[config.mk]
export PLATFORM = sky130hd
export DESIGN_NAME = exe_hazard_unit_flat
export DESIGN_NICKNAME = d
export VERILOG_FILES = /design/src/rtl/exe_hazard_unit_pkg.sv /design/src/rtl/exe_hazard_unit_if.sv /design/src/rtl/exe_hazard_unit_fwd_select.sv /design/src/rtl/exe_hazard_unit.sv /design/src/flat_wrapper.sv
export SDC_FILE = /design/constraint.sdc
export NUM_CORES = 1
export LEC_CHECK = 0
export BUFFER_PORTS_ARGS = -buffer_cell sky130_fd_sc_hd__buf_2
export CORE_AREA = 2 2 39 41
export DETAILED_ROUTE_END_ITERATION = 12
export DIE_AREA = 0 0 41 43
export HOLD_SLACK_MARGIN = 0.12
export PLACE_DENSITY = 0.77
export SETUP_SLACK_MARGIN = 0.15
export SYNTH_ARGS = -nofsm -noshare
export SYNTH_HDL_FRONTEND = slang
export SYNTH_SLANG_ARGS = --single-unit
[constraint.sdc]
create_clock -name clk -period 1.1 [get_ports clk]
set_input_delay 0 -clock clk [delete_from_list [all_inputs] [get_ports clk]]
set_output_delay 0 -clock clk [all_outputs]
set_load 0.03 [all_outputs]
[src/rtl/exe_hazard_unit_pkg.sv]
// Shared CPU package: hazard FSM states, operand forwarding codes and
// register-number helpers used by the EXE hazard unit.
package exe_hazard_unit_pkg;

  localparam int unsigned REG_W = 5;
  localparam int unsigned CNT_W = 16;

  typedef enum logic [1:0] {
    ST_RUN    = 2'd0,
    ST_LSTALL = 2'd1,
    ST_FLUSH  = 2'd2
  } hz_state_e;

  typedef enum logic [1:0] {
    FWD_REG  = 2'd0,
    FWD_EXE  = 2'd1,
    FWD_MEM  = 2'd2,
    FWD_LOAD = 2'd3
  } fwd_e;

  // A destination matches a source only for a real (non-zero) register.
  function automatic logic reg_hit(input logic [REG_W-1:0] dst,
                                   input logic [REG_W-1:0] src);
    return (dst != '0) && (dst == src);
  endfunction

endpackage

[src/rtl/exe_hazard_unit_if.sv]
// Bundle of ID/EXE/MEM hazard inputs and forwarding/stall outputs.
// master: pipeline side driving stage info; slave: the hazard unit.
interface exe_hazard_unit_if;
  import exe_hazard_unit_pkg::*;

  logic [REG_W-1:0] id_rs;
  logic [REG_W-1:0] id_rt;
  logic             id_use_rs;
  logic             id_use_rt;
  logic [REG_W-1:0] exe_rn;
  logic             exe_wreg;
  logic             exe_m2reg;
  logic [REG_W-1:0] mem_rn;
  logic             mem_wreg;
  logic             mem_m2reg;
  logic             id_branch_taken;
  logic [1:0]       fwda;
  logic [1:0]       fwdb;
  logic             wpcir;
  logic             id_bubble;
  logic             if_flush;

  modport master (
    output id_rs, id_rt, id_use_rs, id_use_rt,
           exe_rn, exe_wreg, exe_m2reg,
           mem_rn, mem_wreg, mem_m2reg, id_branch_taken,
    input  fwda, fwdb, wpcir, id_bubble, if_flush
  );

  modport slave (
    input  id_rs, id_rt, id_use_rs, id_use_rt,
           exe_rn, exe_wreg, exe_m2reg,
           mem_rn, mem_wreg, mem_m2reg, id_branch_taken,
    output fwda, fwdb, wpcir, id_bubble, if_flush
  );

endinterface

[src/rtl/exe_hazard_unit_fwd_select.sv]
// Per-operand forwarding source select. EXE ALU result wins over MEM;
// a load still in EXE is never forwarded (the stall covers it).
module fwd_select
  import exe_hazard_unit_pkg::*;
(
  input  logic [REG_W-1:0] src,
  input  logic [REG_W-1:0] exe_rn,
  input  logic             exe_wreg,
  input  logic             exe_m2reg,
  input  logic [REG_W-1:0] mem_rn,
  input  logic             mem_wreg,
  input  logic             mem_m2reg,
  output fwd_e             fwd
);

  // Priority compare: EXE ALU, then MEM (ALU or load data), else regfile.
  always_comb begin
    fwd = FWD_REG;
    if (exe_wreg && !exe_m2reg && reg_hit(exe_rn, src)) begin
      fwd = FWD_EXE;
    end else if (mem_wreg && reg_hit(mem_rn, src)) begin
      fwd = mem_m2reg ? FWD_LOAD : FWD_MEM;
    end
  end

endmodule

[src/rtl/exe_hazard_unit.sv]
// EXE-stage hazard unit: operand forwarding, one-cycle load-use stall and
// one-cycle IF flush on a taken branch/jump resolved in ID.
// Optional HAZARD_STATS_EN adds saturating stall/flush event counters.
module exe_hazard_unit
  import exe_hazard_unit_pkg::*;
(
  input  logic             clk,
  input  logic             clr,
  exe_hazard_unit_if.slave hif
`ifdef HAZARD_STATS_EN
  ,
  output logic [CNT_W-1:0] stall_cnt,
  output logic [CNT_W-1:0] flush_cnt
`endif
);

  fwd_e      fwda_sel;
  fwd_e      fwdb_sel;
  hz_state_e state_q;
  hz_state_e state_d;
  logic      load_use;

  fwd_select u_fwd_a (
    .src       (hif.id_rs),
    .exe_rn    (hif.exe_rn),
    .exe_wreg  (hif.exe_wreg),
    .exe_m2reg (hif.exe_m2reg),
    .mem_rn    (hif.mem_rn),
    .mem_wreg  (hif.mem_wreg),
    .mem_m2reg (hif.mem_m2reg),
    .fwd       (fwda_sel)
  );

  fwd_select u_fwd_b (
    .src       (hif.id_rt),
    .exe_rn    (hif.exe_rn),
    .exe_wreg  (hif.exe_wreg),
    .exe_m2reg (hif.exe_m2reg),
    .mem_rn    (hif.mem_rn),
    .mem_wreg  (hif.mem_wreg),
    .mem_m2reg (hif.mem_m2reg),
    .fwd       (fwdb_sel)
  );

  assign hif.fwda = fwda_sel;
  assign hif.fwdb = fwdb_sel;

  // Load in EXE whose destination is read by the instruction in ID.
  always_comb begin
    load_use = hif.exe_wreg && hif.exe_m2reg &&
               ((hif.id_use_rs && reg_hit(hif.exe_rn, hif.id_rs)) ||
                (hif.id_use_rt && reg_hit(hif.exe_rn, hif.id_rt)));
  end

  // State register; reset abandons any pending stall or flush.
  always_ff @(posedge clk or posedge clr) begin
    if (clr) state_q <= ST_RUN;
    else     state_q <= state_d;
  end

  // Next state and stall/flush controls; outputs held inactive during clr.
  always_comb begin
    state_d       = state_q;
    hif.wpcir     = 1'b1;
    hif.id_bubble = 1'b0;
    hif.if_flush  = 1'b0;
    case (state_q)
      ST_RUN: begin
        if (load_use) begin
          state_d       = ST_LSTALL;
          hif.wpcir     = clr;
          hif.id_bubble = !clr;
        end else if (hif.id_branch_taken) begin
          state_d      = ST_FLUSH;
          hif.if_flush = !clr;
        end
      end
      ST_LSTALL: state_d = ST_RUN;
      ST_FLUSH:  state_d = ST_RUN;
      default:   state_d = ST_RUN;
    endcase
  end

`ifdef HAZARD_STATS_EN
  logic [CNT_W-1:0] stall_cnt_q;
  logic [CNT_W-1:0] stall_cnt_d;
  logic [CNT_W-1:0] flush_cnt_q;
  logic [CNT_W-1:0] flush_cnt_d;

  // Count entries into LSTALL / FLUSH, saturating at all-ones.
  always_comb begin
    stall_cnt_d = stall_cnt_q;
    flush_cnt_d = flush_cnt_q;
    if (state_q == ST_RUN && state_d == ST_LSTALL && stall_cnt_q != '1)
      stall_cnt_d = stall_cnt_q + 1'b1;
    if (state_q == ST_RUN && state_d == ST_FLUSH && flush_cnt_q != '1)
      flush_cnt_d = flush_cnt_q + 1'b1;
  end

  // Counter registers, cleared by reset.
  always_ff @(posedge clk or posedge clr) begin
    if (clr) begin
      stall_cnt_q <= '0;
      flush_cnt_q <= '0;
    end else begin
      stall_cnt_q <= stall_cnt_d;
      flush_cnt_q <= flush_cnt_d;
    end
  end

  assign stall_cnt = stall_cnt_q;
  assign flush_cnt = flush_cnt_q;
`endif

endmodule

[src/flat_wrapper.sv]
// flat-port wrapper written by rule: the top's interface ports become plain ports
module exe_hazard_unit_flat import exe_hazard_unit_pkg::*;
  (clk, clr, hif_id_rs, hif_id_rt, hif_id_use_rs, hif_id_use_rt, hif_exe_rn, hif_exe_wreg, hif_exe_m2reg, hif_mem_rn, hif_mem_wreg, hif_mem_m2reg, hif_id_branch_taken, hif_fwda, hif_fwdb, hif_wpcir, hif_id_bubble, hif_if_flush);
  exe_hazard_unit_if hif_i ();
  input  logic clk;
  input  logic clr;
  input wire logic [$bits(hif_i.id_rs)-1:0] hif_id_rs;
  input wire logic [$bits(hif_i.id_rt)-1:0] hif_id_rt;
  input wire logic [$bits(hif_i.id_use_rs)-1:0] hif_id_use_rs;
  input wire logic [$bits(hif_i.id_use_rt)-1:0] hif_id_use_rt;
  input wire logic [$bits(hif_i.exe_rn)-1:0] hif_exe_rn;
  input wire logic [$bits(hif_i.exe_wreg)-1:0] hif_exe_wreg;
  input wire logic [$bits(hif_i.exe_m2reg)-1:0] hif_exe_m2reg;
  input wire logic [$bits(hif_i.mem_rn)-1:0] hif_mem_rn;
  input wire logic [$bits(hif_i.mem_wreg)-1:0] hif_mem_wreg;
  input wire logic [$bits(hif_i.mem_m2reg)-1:0] hif_mem_m2reg;
  input wire logic [$bits(hif_i.id_branch_taken)-1:0] hif_id_branch_taken;
  output wire logic [$bits(hif_i.fwda)-1:0] hif_fwda;
  output wire logic [$bits(hif_i.fwdb)-1:0] hif_fwdb;
  output wire logic [$bits(hif_i.wpcir)-1:0] hif_wpcir;
  output wire logic [$bits(hif_i.id_bubble)-1:0] hif_id_bubble;
  output wire logic [$bits(hif_i.if_flush)-1:0] hif_if_flush;
  assign hif_i.id_rs = hif_id_rs;
  assign hif_i.id_rt = hif_id_rt;
  assign hif_i.id_use_rs = hif_id_use_rs;
  assign hif_i.id_use_rt = hif_id_use_rt;
  assign hif_i.exe_rn = hif_exe_rn;
  assign hif_i.exe_wreg = hif_exe_wreg;
  assign hif_i.exe_m2reg = hif_exe_m2reg;
  assign hif_i.mem_rn = hif_mem_rn;
  assign hif_i.mem_wreg = hif_mem_wreg;
  assign hif_i.mem_m2reg = hif_mem_m2reg;
  assign hif_i.id_branch_taken = hif_id_branch_taken;
  assign hif_fwda = hif_i.fwda;
  assign hif_fwdb = hif_i.fwdb;
  assign hif_wpcir = hif_i.wpcir;
  assign hif_id_bubble = hif_i.id_bubble;
  assign hif_if_flush = hif_i.if_flush;
  exe_hazard_unit u_core (.clk(clk), .clr(clr), .hif(hif_i));
endmodule
### After elaboration in Yosys (flattened, before gate mapping)

Cells that the tools add are included.

| cells by class | value |
|---|---|
| add/sub/neg operators | 0 |
| $mul | 0 |
| divide/modulo/power cells | 0 |
| $lt $le $gt $ge | 0 |
| equality and inequality tests | 5 |
| shift operators | 0 |
| muxes and demuxes | 15 |
| bitwise gates (word level) | 0 |
| reductions and logical operators | 19 |

Operators with widths:

| kind | number |
|---|---|
| $eq 5x5->1 | 4 |
| $mux 2 | 7 |
| $logic_and 1x1->1 | 13 |
| $reduce_bool 5->1 | 2 |
| $mux 1 | 8 |
| $ne 3x2->1 const B | 1 |
| $logic_not 1->1 | 2 |
| $logic_not 2->1 | 1 |
| $logic_or 1x1->1 | 1 |

| storage, ports and cells | value |
|---|---|
| register bits | 2 |
| bits in latches | 0 |
| RAM bits | 0 |
| ROM bits | 0 |
| output and inout port bits | 7 |
| logic and storage cells | 40 |
| memories | 0 |

### Longest topological paths before layout

Gate-level depths: netlist of the first run.

| logic depth | value |
|---|---|
| depth after elaboration | 7 |
| mapped depth | 5 |
| mapped depth without buffers | 5 |

### Modules after synthesis

From an unflattened synthesis of the first run, not the netlist that was laid out.

| second synthesis, totals | value |
|---|---|
| cells, all modules | 73 |
| area total of the unflattened synthesis | 564.3 µm² |

Modules (own cells, without submodules):

| module | times used | cells an instance | area each (µm²) | seq. area each (µm²) |
|---|---|---|---|---|
| fwd_select | 2 | 22 | 162.7 | 0.0 |
| exe_hazard_unit | 1 | 29 | 239.0 | 50.0 |

### Worst setup path before layout of the first run

OpenSTA, ideal clock, no wires.

| timing | value |
|---|---|
| path type | input port to output port |
| start | input hif_id_rs[0] |
| end | output hif_id_bubble |
| arrival | 1684 ps |
| setup slack | -584 ps |
| cell stages on the path | 5 |
| path buffers | 0 |
| path through | xor2_1 > nor3_2 > nand3_1 > a211o_2 > nor4_1 |

| on the way | value |
|---|---|
| word-level cells in the longest chain between the ends | 7 |

RTL lines:

| what | RTL line | RTL |
|---|---|---|
| start: declaration | flat_wrapper.sv:7 | `input wire logic [$bits(hif_i.id_rs)-1:0] hif_id_rs;` |
| $eq 5x5->1 | exe_hazard_unit_pkg.sv:24 | `return (dst != '0) && (dst == src);` |
| $logic_and 1x1->1 | exe_hazard_unit_pkg.sv:24 |  |
| $logic_and 1x1->1 | exe_hazard_unit.sv:51 | `((hif.id_use_rs && reg_hit(hif.exe_rn, hif.id_rs)) \|\|` |
| $logic_or 1x1->1 | exe_hazard_unit.sv:51 |  |
| $logic_and 1x1->1 | exe_hazard_unit.sv:50 | `load_use = hif.exe_wreg && hif.exe_m2reg &&` |
| $mux 1 | exe_hazard_unit.sv:69 | `if (load_use) begin` |
| $mux 1 | exe_hazard_unit.sv:67 | `case (state_q)` |
| end: declaration | flat_wrapper.sv:21 | `output wire logic [$bits(hif_i.id_bubble)-1:0] hif_id_bubble;` |

Every way passes these cells.

### Worst setup path after layout of the first run

| timing | value |
|---|---|
| start | input hif_mem_rn[0] |
| end | output hif_fwdb[0] |

| on the way | value |
|---|---|
| word-level cells in the longest chain between the ends | 5 |
| elaborated cells on any way between the ends | 6 |
| classes of those cells | eq/ne (1); mux (2); reduce/logical (3) |

RTL lines:

| what | RTL line | RTL |
|---|---|---|
| start: declaration | flat_wrapper.sv:14 | `input wire logic [$bits(hif_i.mem_rn)-1:0] hif_mem_rn;` |
| $eq 5x5->1 / $reduce_bool 5->1 (equally long branches) | exe_hazard_unit_pkg.sv:24 |  |
| $logic_and 1x1->1 * | exe_hazard_unit_pkg.sv:24 |  |
| $logic_and 1x1->1 * | exe_hazard_unit_fwd_select.sv:21 | `end else if (mem_wreg && reg_hit(mem_rn, src)) begin` |
| $mux 2 * | exe_hazard_unit_fwd_select.sv:21 |  |
| $mux 2 * | exe_hazard_unit_fwd_select.sv:19 | `if (exe_wreg && !exe_m2reg && reg_hit(exe_rn, src)) begin` |
| end: declaration | flat_wrapper.sv:19 | `output wire logic [$bits(hif_i.fwdb)-1:0] hif_fwdb;` |

Every way passes the cells marked *; elsewhere a longest branch is shown, timed or not.

==> results.json, run 1 <==
{
  "core_mm2": 0.001384,
  "final.setup.worst_slack_ns": -0.2276,
  "synthTopCellsByCount": "xor2_1 (14), xnor2_1 (6), nand3_1 (4), nor3_1 (4)",
  "grt_pass1_vias": 695,
  "hold_viol": 0,
  "initial_core_util_pct": 29.66,
  "grt_max_degree": 5,
  "synthTopCellsByArea": "xor2_1 (30%), xnor2_1 (13%), dfrtp_1 (12%)",
  "drc_errors": 0,
  "fp.dieH_um": 43,
  "placedCellCount": 123,
  "ys_types": 19,
  "power.leakage_nw": 0.4904,
  "finalCriticalPeriod_ns": 1.328,
  "clockRootBuffer": "clkbuf_4",
  "grtUsageMet1_pct": 21.04,
  "rows": 14,
  "critPathArrivalTime_ns": 1.33,
  "numPortBuffers": 35,
  "irDropWorstVdd_mv": 0.4590,
  "crit_end": "hif_fwdb[0]",
  "status": "finished, violations left",
  "yosysWarnings": 0,
  "synth_edf_count": 0,
  "num_antenna_cells": 0,
  "grt_overflow_total": 0,
  "grt_use_total_pct": 22.74,
  "p_per_area_mw_per_mm2": 554.7,
  "cts_made_buffers": 3,
  "cts_tree": "built",
  "failed_checks": "negative setup slack",
  "yosysMostFrequentCell": "xor2_1",
  "rsz0062_at_grt": "yes",
  "wirelength_um": 1678,
  "fmax_mhz": 753.2,
  "largest_reg_flops": 2,
  "routedWlPerCell_um": 12.71,
  "hold_ws_ns": 0.2591,
  "clk_latency_ns": 0.22,
  "fin_cells": 132,
  "cp-end-kind": "output port",
  "dp_slack_ns": -0.2903,
  "drtPass1Iterations": 2,
  "drv_cap": 0,
  "r2r_end": "u_core.state_q[1]$_DFFE_PP0P_",
  "critPathLaunch": "hif_mem_rn[0]",
  "min_period_over_period_pct": 120.7,
  "ys_async_sr_fraction_pct": 100.0,
  "placed_cell_area_um2": 799.5,
  "pin_count": 36,
  "fillCellCount": 111,
  "top_regs": "u_core.state_q x2",
  "final-setup-viol-count": 9,
  "synth-seq-cells": 2,
  "synth_flop_cell": "dfrtp_1",
  "htreeDepth": 1,
  "dp_hpwl_um": 1344,
  "detail_route.vias_per_cell": 4.742,
  "maxSlewHeadroom_pct": 82.54,
  "antenna_left": 0,
  "die_w_um": 41,
  "r2r_setup_slack_ns": 0.22,
  "worstSetupStartpointType": "input port",
  "die-area_mm2": 0.001763,
  "fin_area_mm2": 0.001023,
  "seq_area_frac_synth_pct": 12.20,
  "synth_top_area_cell": "xor2_1",
  "r2r_cells": 2,
  "top_usage_layer": "met2",
  "drv_slew": 0,
  "clock_skew_ns": 0.0008482,
  "cp.required_ns": 1.10,
  "met2_usage_pct": 46.56,
  "drive_gt1_share_pct": 68.10,
  "netlist_instances": 53,
  "clockBufferDepth": 2,
  "worst_pin_slew_ns": 0.2611,
  "syn_to_final_growth_pct": 149.4,
  "total_power_w": 0.0005678,
  "drt_iter0_drc": 4,
  "syn-num-nets": 82,
  "cp_max_fo": 2,
  "criticalPathCategory": "input port to output port",
  "postSynthAreaPerCell_um2": 7.743,
  "cts.sinks": 2,
  "grt_pass1_wl_um": 2753,
  "clkTransAtPathRegs_ns": 0.03,
  "nNetsFinal": 147,
  "regMostFlops": "u_core.state_q",
  "yosysTopAreaCellShare_pct": 29.88,
  "vias": 626,
  "gp_congestion": 0.8527,
  "rr_startpoint": "u_core.state_q[1]$_DFFE_PP0P_",
  "antenna_found_initial": 0,
  "netlist_area_um2": 410.4,
  "use_met3_pct": 1.047,
  "hold_path.class": "input port to asynchronous set/reset pin"
}
[where the power goes]
| part | internal, W | total (W) | switching [W] |
|---|---|---|---|
| sequential | 0.0000773 | 0.0000815 | 0.00000417 |
| clock | 0.000120 | 0.000156 | 0.0000361 |
| combinational | 0.000185 | 0.000330 | 0.000146 |
[metrics by stage]
stage / util (%) / setup TNS, ns
after floorplan: - / -0.1569
after global placement: 57.78 / -1.916
after detailed placement: 57.78 / -2.133
after CTS: 70.98 / -1.351
after global routing: 73.96 / -1.969
final: 73.96 / -1.548
[repair_timing]
item | in CTS | in global routing
endpoints found under the hold margin | 3 | 0
hold buffers | 2 | 0
pin swaps | 11 | 4
endpoints found under the setup margin | 9 | 9
setup buffers | 3 | 1
gates resized for setup | 29 | 6
[cells by family after synthesis]
| logic type | count (synthesis) | synth area share, % |
|---|---|---|
| AOI/OAI and AO/OA | 5 | 9.449 |
| xor gates and xnor gates | 20 | 42.68 |
| buffers and inverters | 2 | 1.830 |
| DFF | 2 | 12.20 |
| and+or+nand+nor | 24 | 33.84 |
[layout make-up]
class / instances / area (um^2) / share of cell area (%)
clock buffers: 3 / 22.52 / 2.200
repair buffers: 60 / 457.9 / 44.74
inverters: 2 / 7.507 / 0.7335
well taps: 16 / 20.02 / 1.956
flip-flops and latches: 2 / 50.05 / 4.890
multi-input cells: 49 / 465.4 / 45.48
[layer usage]
metal | vias to the layer above | routed length [um]
li1 | 313 | -
met1 | 300 | 557
met2 | 13 | 1074
met3 | 0 | 45
met4 | 0 | 0
met5 | - | 0
[cell usage in the layout, fill, tap and decap left out, types with 2 or more instances in the layout]
master,n
nor3_4,2
buf_2,23
nor4_4,2
dlygate4sd3_1,2
nor3_2,2
nand2_1,2
inv_1,2
dfrtp_1,2
nor2_1,3
buf_4,21
clkbuf_4,3
buf_8,2
xor2_1,13
a21o_2,2
xnor2_1,6
buf_6,12
nand3_1,4
[how the worst min path moves through the flow]
stage          start                       endpoint  slack [ns]  depth (start not counted)
3_3_place_gp     clr  u_core.state_q[0]$_DFFE_PP0P_        -0.1                          2
5_1_grt          clr  u_core.state_q[1]$_DFFE_PP0P_        0.28                          3
3_5_place_dp     clr  u_core.state_q[0]$_DFFE_PP0P_       -0.09                          2
4_1_cts          clr  u_core.state_q[1]$_DFFE_PP0P_        0.24                          3
2_1_floorplan    clr  u_core.state_q[0]$_DFFE_PP0P_       -0.24                          1
6_report         clr  u_core.state_q[1]$_DFFE_PP0P_        0.26                          3
[critical path, stage by stage]
cell     delay [ns]
buf_2          0.11
or4_1          0.55
o21ai_2        0.23
nor4_4         0.08
a21o_2         0.22
buf_6          0.13
Power figures use the tool's default switching activity.
==> run 2: changes to the inputs <==
ABC_AREA = 1   (was not set)
BUFFER_PORTS_ARGS = not set   (was -buffer_cell sky130_fd_sc_hd__buf_2)
DONT_BUFFER_PORTS = 1   (was not set)
PLACE_DENSITY = 0.62   (was 0.77)
==> run 2 against run 1 <==
Effect of this change: the run now ends clean; critical path depth decreased by 2; synthesized area increased by 27%; setup slack improved by 0.26 ns; wire length decreased by 24%; sequential share of layout area increased by 2.7 points; final cell count decreased by 11%; clock power about the same; global-route usage decreased by 6.6 points; non-clock buffer count decreased by 54; fmax increased by 24%; largest cell class unchanged; largest power group unchanged.
==> results.json, run 2 <==
{
  "largest_reg_flops": 2,
  "nNetsFinal": 133,
  "synth_top_area_cell": "nand2_1",
  "status": "finished, final reports clean",
  "yosysMostFrequentCell": "nand2_1",
  "synth-seq-cells": 2,
  "antenna_left": 0,
  "synth_flop_cell": "dfrtp_1",
  "clockBufferDepth": 2,
  "clock_skew_ns": 0.0001099,
  "core_mm2": 0.001384,
  "cts_made_buffers": 3,
  "drive_gt1_share_pct": 20.59,
  "r2r_setup_slack_ns": 0.07,
  "drtPass1Iterations": 4,
  "final_cell_mix": "nand2_1 (24), inv_1 (12), nand3_1 (10), nor2_1 (9), xnor2_1 (8)",
  "criticalPathCategory": "flop to output port",
  "seq_area_frac_synth_pct": 9.639,
  "maxSlewHeadroom_pct": 79.29,
  "power.leakage_nw": 0.3439,
  "hold_viol": 0,
  "drv_cap": 0,
  "fillCellCount": 149,
  "final_common_cell": "nand2_1",
  "die-area_mm2": 0.001763,
  "min_period_over_period_pct": 97.04,
  "grt_overflow_total": 0,
  "wirelength_um": 1270,
  "synthTopCellsByCount": "nand2_1 (26), inv_1 (12), nand3_1 (11), nor2_1 (11), xnor2_1 (8)",
  "critPathLaunch": "u_core.state_q[1]$_DFFE_PP0P_",
  "die_w_um": 41,
  "fp.dieH_um": 43,
  "yosysTopAreaCellShare_pct": 18.80,
  "top_regs": "u_core.state_q x2",
  "synthTopCellsByArea": "nand2_1 (19%), xnor2_1 (13%), nand3_1 (11%)",
  "rows": 14,
  "ys_async_sr_fraction_pct": 100.0,
  "syn_to_final_growth_pct": 26.27,
  "clk_latency_ns": 0.22,
  "finalCriticalPeriod_ns": 1.067,
  "grt_max_degree": 6,
  "numPortBuffers": 0,
  "cts.sinks": 2,
  "cp-end-kind": "output port",
  "gp_congestion": 0.7279,
  "fmax_mhz": 936.8,
  "critPathArrivalTime_ns": 1.07,
  "seqCellArea_um2": 50.05,
  "netlist_instances": 93,
  "dp_hpwl_um": 1030,
  "cp.required_ns": 1.10,
  "crit_end": "hif_wpcir",
  "detail_route.vias_per_cell": 4.805,
  "cp_max_fo": 3,
  "hold_path.class": "input port to asynchronous set/reset pin",
  "total_power_w": 0.0004017,
  "multi_input_area_um2": 450.4,
  "worstSetupStartpointType": "flop",
  "grt_pass1_vias": 581,
  "rsz0062_at_grt": "yes",
  "rr_startpoint": "u_core.state_q[1]$_DFFE_PP0P_",
  "synth_edf_count": 0,
  "regMostFlops": "u_core.state_q",
  "cts_tree": "built",
  "num_antenna_cells": 0,
  "p_per_area_mw_per_mm2": 612.7,
  "clockRootBuffer": "clkbuf_4",
  "drv_slew": 0,
  "worst_pin_slew_ns": 0.3118,
  "finalSetupTns_ns": 0,
  "irDropWorstVdd_mv": 0.2426,
  "final-setup-viol-count": 0,
  "pin_count": 36,
  "r2r_cells": 5,
  "yosysWarnings": 0,
  "netlist_area_um2": 519.2,
  "ys_types": 19,
  "clkTransAtPathRegs_ns": 0.03,
  "antenna_found_initial": 0,
  "drc_errors": 0,
  "syn-num-nets": 122,
  "grt_pass1_wl_um": 2097,
  "grt_use_total_pct": 16.13,
  "routedWlPerCell_um": 10.76,
  "r2r_end": "u_core.state_q[0]$_DFFE_PP0P_",
  "initial_core_util_pct": 37.52,
  "drt_iter0_drc": 15,
  "vias": 567,
  "postSynthAreaPerCell_um2": 5.583,
  "htreeDepth": 1
}
==> run 2: layout make-up <==
class | instances | area share, %
clock buffer | 3 | 3.435
inverter | 15 | 9.160
multi-input combinational | 76 | 68.70
sequential | 2 | 7.634
tap | 16 | 3.053
timing repair buffer | 6 | 8.015
==> run 2: where the power goes <==
part           internal, W  switching, W
clock network     0.000120     0.0000337
logic            0.0000745     0.0000941
registers        0.0000772    0.00000252
total             0.000271      0.000130
==> run 2: worst min-delay path by stage <==
stage	endpoint	cells past startpoint
floorplan	u_core.state_q[0]$_DFFE_PP0P_	1
global placement	u_core.state_q[0]$_DFFE_PP0P_	1
detailed placement	u_core.state_q[0]$_DFFE_PP0P_	1
CTS	u_core.state_q[1]$_DFFE_PP0P_	2
global route	u_core.state_q[1]$_DFFE_PP0P_	2
finish	u_core.state_q[1]$_DFFE_PP0P_	2
==> run 2: cell families after synthesis <==
group | share of synthesized area [%]
compound gates | 3.372
simple gates | 55.18
buf+inv | 11.57
xor+xnor | 20.24
flops | 9.639
==> run 2: routing by layer <==
metal / routed length (um) / GRT usage [%] / up-vias
li1: - / - / 309
met5: 0 / 0 / -
met1: 529 / 20.13 / 229
met3: 133 / 2.618 / 0
met2: 607 / 27.19 / 29
met4: 0 / 4.000 / 0
==> run 2: worst max-delay path, cell delays in order (launching register included) <==
cell and delay (ns):
dfrtp_1 0.39, nor2_4 0.14, inv_1 0.09, nor2_4 0.13
nand2_4 0.10
==> run 2: timing repair <==
action / in CTS / in global routing
hold endpoints to repair: 4 / 0
gates cloned: 0 / 0
hold buffers: 3 / 0
pin swaps: 3 / 5
endpoints found under the setup margin: 3 / 5
setup buffers: 1 / 1
gates resized for setup: 4 / 4
==> run 2: metrics by stage <==
| step | instances | setup slack [ns] | area (um^2) | utilization [%] | hold WS [ns] |
|---|---|---|---|---|---|
| CTS | 117 | 0.05201 | 631.9 | 45.66 | 0.1611 |
| global route | 118 | -0.005018 | 655.6 | 47.38 | 0.1752 |
| finish | 118 | 0.03252 | 655.6 | 47.38 | 0.1700 |
| floorplan | 93 | 0.1746 | 524.3 | - | -0.2348 |
| detailed placement | 110 | 0.1736 | 551.8 | 39.87 | -0.2202 |
| global placement | 110 | 0.1669 | 551.8 | 39.87 | -0.2243 |
